[src/rtl/nx_fifo_drain.sv]
// ---------------------------------------------------------------------------
// nx_fifo_drain
//
// Read-side drain engine for an nx_fifo. Pops words from the FIFO's
// empty/ren/rdata port into a 2-entry staging buffer and presents the head
// entry downstream as a registered valid/ready stream.
//
// The pop strobe fifo_ren is derived only from fifo_empty, clear, reset and
// the local fill state. It never looks at out_ready, so a late consumer
// ready does not reach the FIFO pointer logic combinationally.
//
// Parameters:
//   WIDTH       data word width (must match the attached FIFO)
//   DATA_RESET  1: staging data registers reset/clear to zero
//               0: only control state is reset, data registers are free-running
//
// Ports:
//   clk          clock, all state on posedge
//   rst_n        asynchronous active-low reset
//   fifo_empty   empty flag of the attached FIFO
//   fifo_rdata   combinational head word of the FIFO
//   fifo_ren     pop strobe to the FIFO (word consumed at the same posedge)
//   clear        synchronous flush of the staging buffer
//   out_valid    stream valid (register output)
//   out_ready    stream ready from the consumer
//   out_data     stream data, head of the staging buffer (register output)
//   busy         buffer holds a word or the FIFO is non-empty
//
// Optional build macro NX_FIFO_DRAIN_STATS_EN adds:
//   beat_count   32-bit count of accepted beats, wraps
//   stall_count  16-bit count of valid-but-not-ready cycles, saturates
// ---------------------------------------------------------------------------
module nx_fifo_drain #(
    parameter int WIDTH      = 106,
    parameter bit DATA_RESET = 1'b1
) (
    input  logic             clk,
    input  logic             rst_n,
    input  logic             fifo_empty,
    input  logic [WIDTH-1:0] fifo_rdata,
    output logic             fifo_ren,
    input  logic             clear,
    output logic             out_valid,
    input  logic             out_ready,
    output logic [WIDTH-1:0] out_data,
    output logic             busy
`ifdef NX_FIFO_DRAIN_STATS_EN
    ,
    output logic [31:0]      beat_count,
    output logic [15:0]      stall_count
`endif
);

    // Fill state of the staging buffer: number of words held.
    typedef enum logic [1:0] {
        S0 = 2'd0,
        S1 = 2'd1,
        S2 = 2'd2
    } state_t;

    state_t           state;
    state_t           state_nxt;
    logic [WIDTH-1:0] head;
    logic [WIDTH-1:0] tail;
    logic             push;
    logic             pop;
    logic             head_load;
    logic             head_from_tail;
    logic             tail_load;

    // The pop strobe is gated by reset so the FIFO is never popped while the
    // drain is held in reset, and by clear so a flush cycle loses no word.
    assign fifo_ren = rst_n && !fifo_empty && !clear && (state != S2);
    assign push     = fifo_ren;
    assign pop      = out_valid && out_ready;
    assign out_data = head;
    assign busy     = (state != S0) || !fifo_empty;

    // Next-state and data-steering decode. A push with a simultaneous pop in
    // S1 replaces the head directly; in S2 no push can occur, so a pop just
    // promotes the tail. clear overrides everything and blocks all loads.
    always_comb begin
        state_nxt      = state;
        head_load      = 1'b0;
        head_from_tail = 1'b0;
        tail_load      = 1'b0;
        unique case (state)
            S0: begin
                if (push) begin
                    state_nxt = S1;
                    head_load = 1'b1;
                end
            end
            S1: begin
                if (push && !pop) begin
                    state_nxt = S2;
                    tail_load = 1'b1;
                end else if (push && pop) begin
                    head_load = 1'b1;
                end else if (pop) begin
                    state_nxt = S0;
                end
            end
            S2: begin
                if (pop) begin
                    state_nxt      = S1;
                    head_load      = 1'b1;
                    head_from_tail = 1'b1;
                end
            end
            default: begin
                state_nxt = S0;
            end
        endcase
        if (clear) begin
            state_nxt = S0;
            head_load = 1'b0;
            tail_load = 1'b0;
        end
    end

    // Control FSM. out_valid is kept as its own flop (a copy of the
    // "not empty" decode of the next state) so it is a pure register output.
    always_ff @(posedge clk or negedge rst_n) begin
        if (!rst_n) begin
            state     <= S0;
            out_valid <= 1'b0;
        end else begin
            state     <= state_nxt;
            out_valid <= (state_nxt != S0);
        end
    end

    // Staging data registers; the reset/clear to zero is only built when
    // DATA_RESET is set, otherwise the entries just hold stale data.
    generate
        if (DATA_RESET) begin : g_data_rst
            always_ff @(posedge clk or negedge rst_n) begin
                if (!rst_n) begin
                    head <= '0;
                    tail <= '0;
                end else if (clear) begin
                    head <= '0;
                    tail <= '0;
                end else begin
                    if (head_load) head <= head_from_tail ? tail : fifo_rdata;
                    if (tail_load) tail <= fifo_rdata;
                end
            end
        end else begin : g_data_norst
            always_ff @(posedge clk) begin
                if (head_load) head <= head_from_tail ? tail : fifo_rdata;
                if (tail_load) tail <= fifo_rdata;
            end
        end
    endgenerate

`ifdef NX_FIFO_DRAIN_STATS_EN
    // Statistics: beats accepted (wrapping) and stalled cycles (saturating).
    // A pop coinciding with clear is discarded, so clear takes priority.
    always_ff @(posedge clk or negedge rst_n) begin
        if (!rst_n) begin
            beat_count  <= '0;
            stall_count <= '0;
        end else if (clear) begin
            beat_count  <= '0;
            stall_count <= '0;
        end else begin
            if (pop) beat_count <= beat_count + 32'd1;
            if (out_valid && !out_ready && (stall_count != 16'hFFFF))
                stall_count <= stall_count + 16'd1;
        end
    end
`endif

endmodule

[config.mk]
export PLATFORM = sky130hd
export DESIGN_NAME = nx_fifo_drain
export DESIGN_NICKNAME = d
export VERILOG_FILES = /design/src/rtl/nx_fifo_drain.sv
export SDC_FILE = /design/constraint.sdc
export NUM_CORES = 1
export LEC_CHECK = 0
export ABC_AREA = 0
export CAP_MARGIN = 0
export CORE_UTILIZATION = 40
export DETAILED_ROUTE_END_ITERATION = 10
export PLACE_DENSITY = 0.67
export SETUP_SLACK_MARGIN = 0.2
export SYNTH_ARGS = -nofsm -noshare
export SYNTH_HDL_FRONTEND = slang
export SYNTH_SLANG_ARGS = --single-unit
[constraint.sdc]
create_clock -name clk -period 2.4 [get_ports clk]
set_clock_uncertainty 0.2 [all_clocks]
set_input_delay 0.6 -clock clk [delete_from_list [all_inputs] [get_ports clk]]
set_output_delay 0.6 -clock clk [all_outputs]
set_load 0.02 [all_outputs]
==> summary.txt, run 1 <==
Status
  • Outcome: completed

Clock network
  • Clk buf depth: 3
  • CTS buffer count: 24
  • Sink Count: 215
  • CTS tree: yes
  • Reg clk slew, reported paths: 0.06 ns
  • Clk_lat worst skew: 0.51 ns
  • H-tree levels: 1
  • Root Driver: clkbuf_16

Place
  • Dpl ws: -0.3984 ns
  • Routability Congestion: 0.7415
  • Port Buffers: 219
  • Post-DP HPWL: 18400 um

Worst setup path
  • Cells on worst reg2reg path: 5
  • Max incr delay on CP: 0.44 ns
  • Critical path, cell by cell: nor2b_4 -> nor3_2 -> buf_4
  • Crit. path cell count: 3
  • Worst Path Max Fanout: 4
  • Crit path capture: fifo_ren
  • WP buf/inv: 1
  • Delay-heaviest family, CP: flip-flops
  • Crit Reg-Reg Startpoint: state[1]
  • Worst setup SP type: flip-flop
  • R2r setup slk: 0.31 ns
  • CP max stage cell: dfrtp_2
  • Crit path kind: reg2out
  • Arrival time at the worst endpoint: 1.47 ns
  • Worst setup EP type: output port
  • Worst Setup SP: state[1]
  • Critical Path RT: 1.60 ns
  • FF-to-FF End: out_data[74]

STA
  • Period utilisation layout: 0.9478
  • Worst slew margin: 0.3818
  • Min cycle time layout: 2.275 ns
  • Unrepaired setup endpoints after global routing: true
  • # setup viols final: 0
  • Worst slew pin tran: 0.9273 ns
  • Final worst setup slack: 0.1254 ns
  • Final slew viol count: 0
  • Final Hold Vio Count: 0
  • Highest Clock Rate: 0.4396 GHz

Global routing
  • Number of global-route vias before repair: 9281
  • Tot GR Track Use: 0.2264
  • Antenna violations before repair: 1
  • Gr ovfl total: 0
  • Largest net degree at the start of global routing: 132
  • First-pass GRT wire length: 48780 um

Power and ir drop
  • Total power: 9.064 mW
  • Lkg Pwr: 6.203 nW
  • Power Dens Cells: 649.1 nW/um^2
  • Maximum vdd ir drop: 0.0003714 V

Yosys
  • Mapped Area: 10430 um^2
  • Synth Instances: 1111
  • Yosys warns: 0
  • Mapped Nets: 1222
  • Mean Syn Cell Area: 9.390 um^2
  • Unique masters post-synth: 33
  • Seq cells post-synth: 215
  • Post-synthesis sequential area ratio: 0.5157

Hold path
  • Hold Path Class: in2async

Finish
  • Most frequent cells in the layout: dfrtp_1 (213), nor3_1 (170), o21ai_0 (169)
  • Nets: 1401
  • Layout cells sized above 1: 0.1506
  • Fill count: 2324
  • Final Util: 0.5498
  • Most common cell after layout, fill and taps aside: dfrtp_1
  • Layout Area Growth over Synthesis: 33.85%
  • Antenna diode count: 0

Floorplanning
  • Site Rows: 58
  • Chip height: 163.5 um
  • Core ar.: 25400 um^2
  • Starting Density: 0.4107
  • # IOs: 220
  • Die area: 26730 um^2
  • Die width: 163.5 um

Drt
  • Drt initial violations: 836
  • Initial DRT Pass Iterations: 5
  • Per-cell routed wire length: 18.39 um
  • Drc violations: 0
  • DR vias/cell: 5.686
  • DR vias: 9314
  • Wirelength, routed: 30120 um
  • ANT nets after route: 0

Job
  • Max Cap Violations: 0
## stage by stage
stage	instance area (um^2)	hold slack (ns)	setup TNS, ns	instances
3_5_place_dp	13200	0.3135	-57.05	1589
5_1_grt	13960	0.1705	0	1638
2_1_floorplan	10430	0.1044	0	1111
4_1_cts	13950	0.1835	0	1637
6_report	13960	0.08086	0	1638
3_3_place_gp	13200	0.3105	-49.42	1589
## tightest hold or removal path: stages
cell and delay [ns]:
buf_8 0.07, buf_4 0.14, buf_12 0.46
## worst min path at each step
stage	from	endpoint	slack, ns	cells past startpoint
floorplan	rst_n	out_data[0]	0.10	0
detailed placement	tail[73]	tail[73]	0.31	2
finish	rst_n	out_data[83]	0.08	3
global route	rst_n	out_data[84]	0.17	3
global placement	tail[67]	tail[67]	0.31	2
CTS	rst_n	out_data[83]	0.18	3
## timing repair
action	in CTS	in global routing
resized for setup	115	5
setup buffers	3	1
endpoints found under the hold margin	12	0
hold buffers	1	0
setup endpoints to repair	134	27
pin swaps	0	1
## metal layers
metal,global-route usage,share of wire,routed length [um]
met4,0.06481,0.023,678
met5,0,0.00043,13
met1,0.3236,0.45,13570
met3,0.03022,0.056,1692
met2,0.3577,0.47,14170
## sequential cells by signal, indices dropped and copies added (netlist names)
name,cells
out_valid,1
tail,106
out_data,106
state,2
## synthesized netlist by cell type, drive strengths merged
cell type,number,share of area
buf,52,0.036
or4b,1,0.00096
dfrtp,215,0.52
a21oi,2,0.00096
nand4b,1,0.00084
nand2b,1,0.00060
o21a,1,0.00072
o221ai,1,0.00084
nand2,108,0.039
a21boi,1,0.00072
and4b,1,0.00096
a21bo,1,0.00096
o21ai,212,0.12
a22oi,1,0.00072
clkbuf,78,0.029
mux2i,1,0.00096
nor3,211,0.12
a211oi,105,0.076
inv,1,0.00036
nor4b,1,0.0023
nor2b,1,0.00060
nor2,5,0.0034
a22o,1,0.00084
nand3,109,0.052
## final cells by class
type,instances,area [um^2],area share
clock buffer,35,713.2,0.05108
clock inverter,9,122.6,0.008781
inverter,1,8.758,0.0006272
multi-input combinational,765,4417,0.3163
sequential,215,5383,0.3855
tap,330,412.9,0.02957
timing repair buffer,283,2907,0.2082
## where the power goes
part	switching, mW	internal, mW	leakage, nW	total, mW
registers	0.0847	3.76	2.95	3.85
logic	0.800	0.558	2.84	1.36
clock network	1.48	2.38	0.412	3.86
total	2.36	6.70	6.20	9.06
## kinds of logic (layout without fill, tap and decap cells)
kind of cell | count (synthesis) | count (layout) | share of synthesized area
flops | 215 | 215 | 0.5157
buf+inv | 131 | 328 | 0.06476
simple gates | 439 | 439 | 0.2212
mux | 1 | 1 | 0.0009595
compound gates | 325 | 325 | 0.1974
No activity file was read; power rests on OpenSTA's default activity.
==> run 2, diff against run 1 <==
Settings changed: HOLD_SLACK_MARGIN set to 0.03.
==> results of run 2 <==
Final layout, timing and power as in run 1 (identical DEF).
==> run 3, diff against run 2 <==
Settings changed: CORE_ASPECT_RATIO set to 0.9.
==> summary.txt, run 3 (synthesis results as in run 1) <==
Power and ir drop
  • Lkg Pwr: 6.234 nW
  • Power Dens Cells: 634.9 nW/um^2
  • Maximum vdd ir drop: 0.0004110 V

Place
  • Post-DP HPWL: 18990 um
  • Dpl ws: -0.3886 ns
  • Routability Congestion: 0.7954
  • Port Buffers: 219
  • Dpl cells: 1608

Floorplanning
  • Die width: 172.2 um
  • Die area: 26730 um^2
  • # IOs: 220
  • Core ar.: 25390 um^2
  • Chip height: 155.2 um
  • Site Rows: 55
  • Starting Density: 0.4108

Clock network
  • Reg clk slew, reported paths: 0.06 ns
  • CTS buffer count: 24
  • Clk_lat worst skew: 0.51 ns
  • H-tree levels: 1
  • Clk buf depth: 3
  • CTS tree: yes
  • Root Driver: clkbuf_16
  • Sink Count: 215

Worst setup path
  • Worst setup SP type: primary input
  • Critical Path RT: 1.60 ns
  • Worst setup EP type: output port
  • Worst Path Max Fanout: 2
  • Crit path kind: in2out
  • Arrival time at the worst endpoint: 1.40 ns

STA
  • # setup viols final: 0
  • Unrepaired setup endpoints after global routing: true
  • Fin Setup TNS: 0 ns
  • Worst slew margin: 0.3170
  • Min cycle time layout: 2.195 ns
  • Final Hold Vio Count: 0
  • Final slew viol count: 0
  • Period utilisation layout: 0.9146
  • Highest Clock Rate: 0.4556 GHz
  • Worst slew pin tran: 1.021 ns
  • Final worst setup slack: 0.2050 ns

Drt
  • Drt initial violations: 783
  • ANT nets after route: 0
  • DR vias/cell: 5.688
  • Drc violations: 0
  • Wirelength, routed: 30570 um
  • Per-cell routed wire length: 18.43 um
  • Initial DRT Pass Iterations: 5
  • DR vias: 9437

Finish
  • Sequential cell area: 5381 um^2
  • Layout cells sized above 1: 0.1543
  • Layout Area Growth over Synthesis: 35.18%
  • Nets: 1409
  • Most common cell after layout, fill and taps aside: dfrtp_1
  • Fin cells: 1659
  • Fill count: 2244
  • Multi-input gate area: 4412 um^2
  • Most frequent cells in the layout: dfrtp_1 (214), nor3_1 (171), o21ai_0 (169)

Hold path
  • Hold Path Class: reg2reg

Global routing
  • Gr ovfl total: 0
  • Number of global-route vias before repair: 9196
  • Tot GR Track Use: 0.2306
  • Antenna violations before repair: 1
  • First-pass GRT wire length: 49490 um
  • Largest net degree at the start of global routing: 113

Status
  • Outcome: completed

Job
  • Max Cap Violations: 0
## run 3: changes by cell type in the layout (fill, tap and decap cells not counted), moves of 2 or more
cell | previous run | this run
buf_12 | 29 | 35
dlygate4sd2_1 | 109 | 107
dlygate4sd3_1 | 1 | 3
clkbuf_1 | 5 | 3
clkinv_2 | 5 | 7
clkinvlp_4 | 1 | 4
clkbuf_8 | 5 | 3
## run 3: worst max-delay path, stage by stage
cell             delay [ns]
clkdlybuf4s50_1        0.42
nor3_1                 0.18
buf_2                  0.19
## run 3: worst paths after layout
check	end	slack [ns]	cells after the start	start
worst min register to register	tail[94]	0.32	2	tail[94]
worst max-delay path	fifo_ren	0.20	3	clear
worst min-delay path	tail[94]	0.32	2	tail[94]
worst max register to register	tail[53]	0.33	6	state[1]
max in group asynchronous	tail[25]	0.38	4	rst_n
min in group asynchronous	state[0]	0.58	4	rst_n
## run 3: routing by layer
layer,vias to the layer above,share of wire,global-route usage
li1,4415,-,-
met1,4623,0.44,0.3281
met2,360,0.47,0.3664
met3,39,0.064,0.03561
met4,0,0.020,0.05815
met5,-,0,0
## run 3: layout make-up
class                           count  area share
Sequential cell                   215      0.3816
Multi-Input combinational cell    765      0.3128
Timing Repair Buffer              291      0.2176
Clock buffer                       31     0.04809
Tap cell                          342     0.03034
Clock inverter                     13    0.008872
Inverter                            1   0.0004436
Antenna cell                        1   0.0001774
## run 3: power breakdown
part	internal [mW]	switching (mW)	leakage, nW
Sequential	3.76	0.0875	2.96
Combinational	0.567	0.806	2.89
Clock	2.21	1.52	0.389
Total	6.54	2.41	6.23
## run 3: through the flow
step           power (mW)  area [um^2]    util  hold slack [ns]
5_1_grt             9.303        14100  0.5554           0.3383
2_1_floorplan       4.569        10430       -           0.1044
3_5_place_dp        5.353        13330  0.5251           0.3154
6_report            8.954        14100  0.5554           0.3249
3_3_place_gp        5.344        13330  0.5251           0.3112
4_1_cts             9.020        14040  0.5531           0.3303
## run 3: repair_timing
item	in CTS	in global routing
cloned	0	0
setup buffers	1	2
pin swaps	0	2
endpoints found under the setup margin	162	92
gates resized for setup	122	4
hold endpoints to repair	59	0
hold buffers	3	0
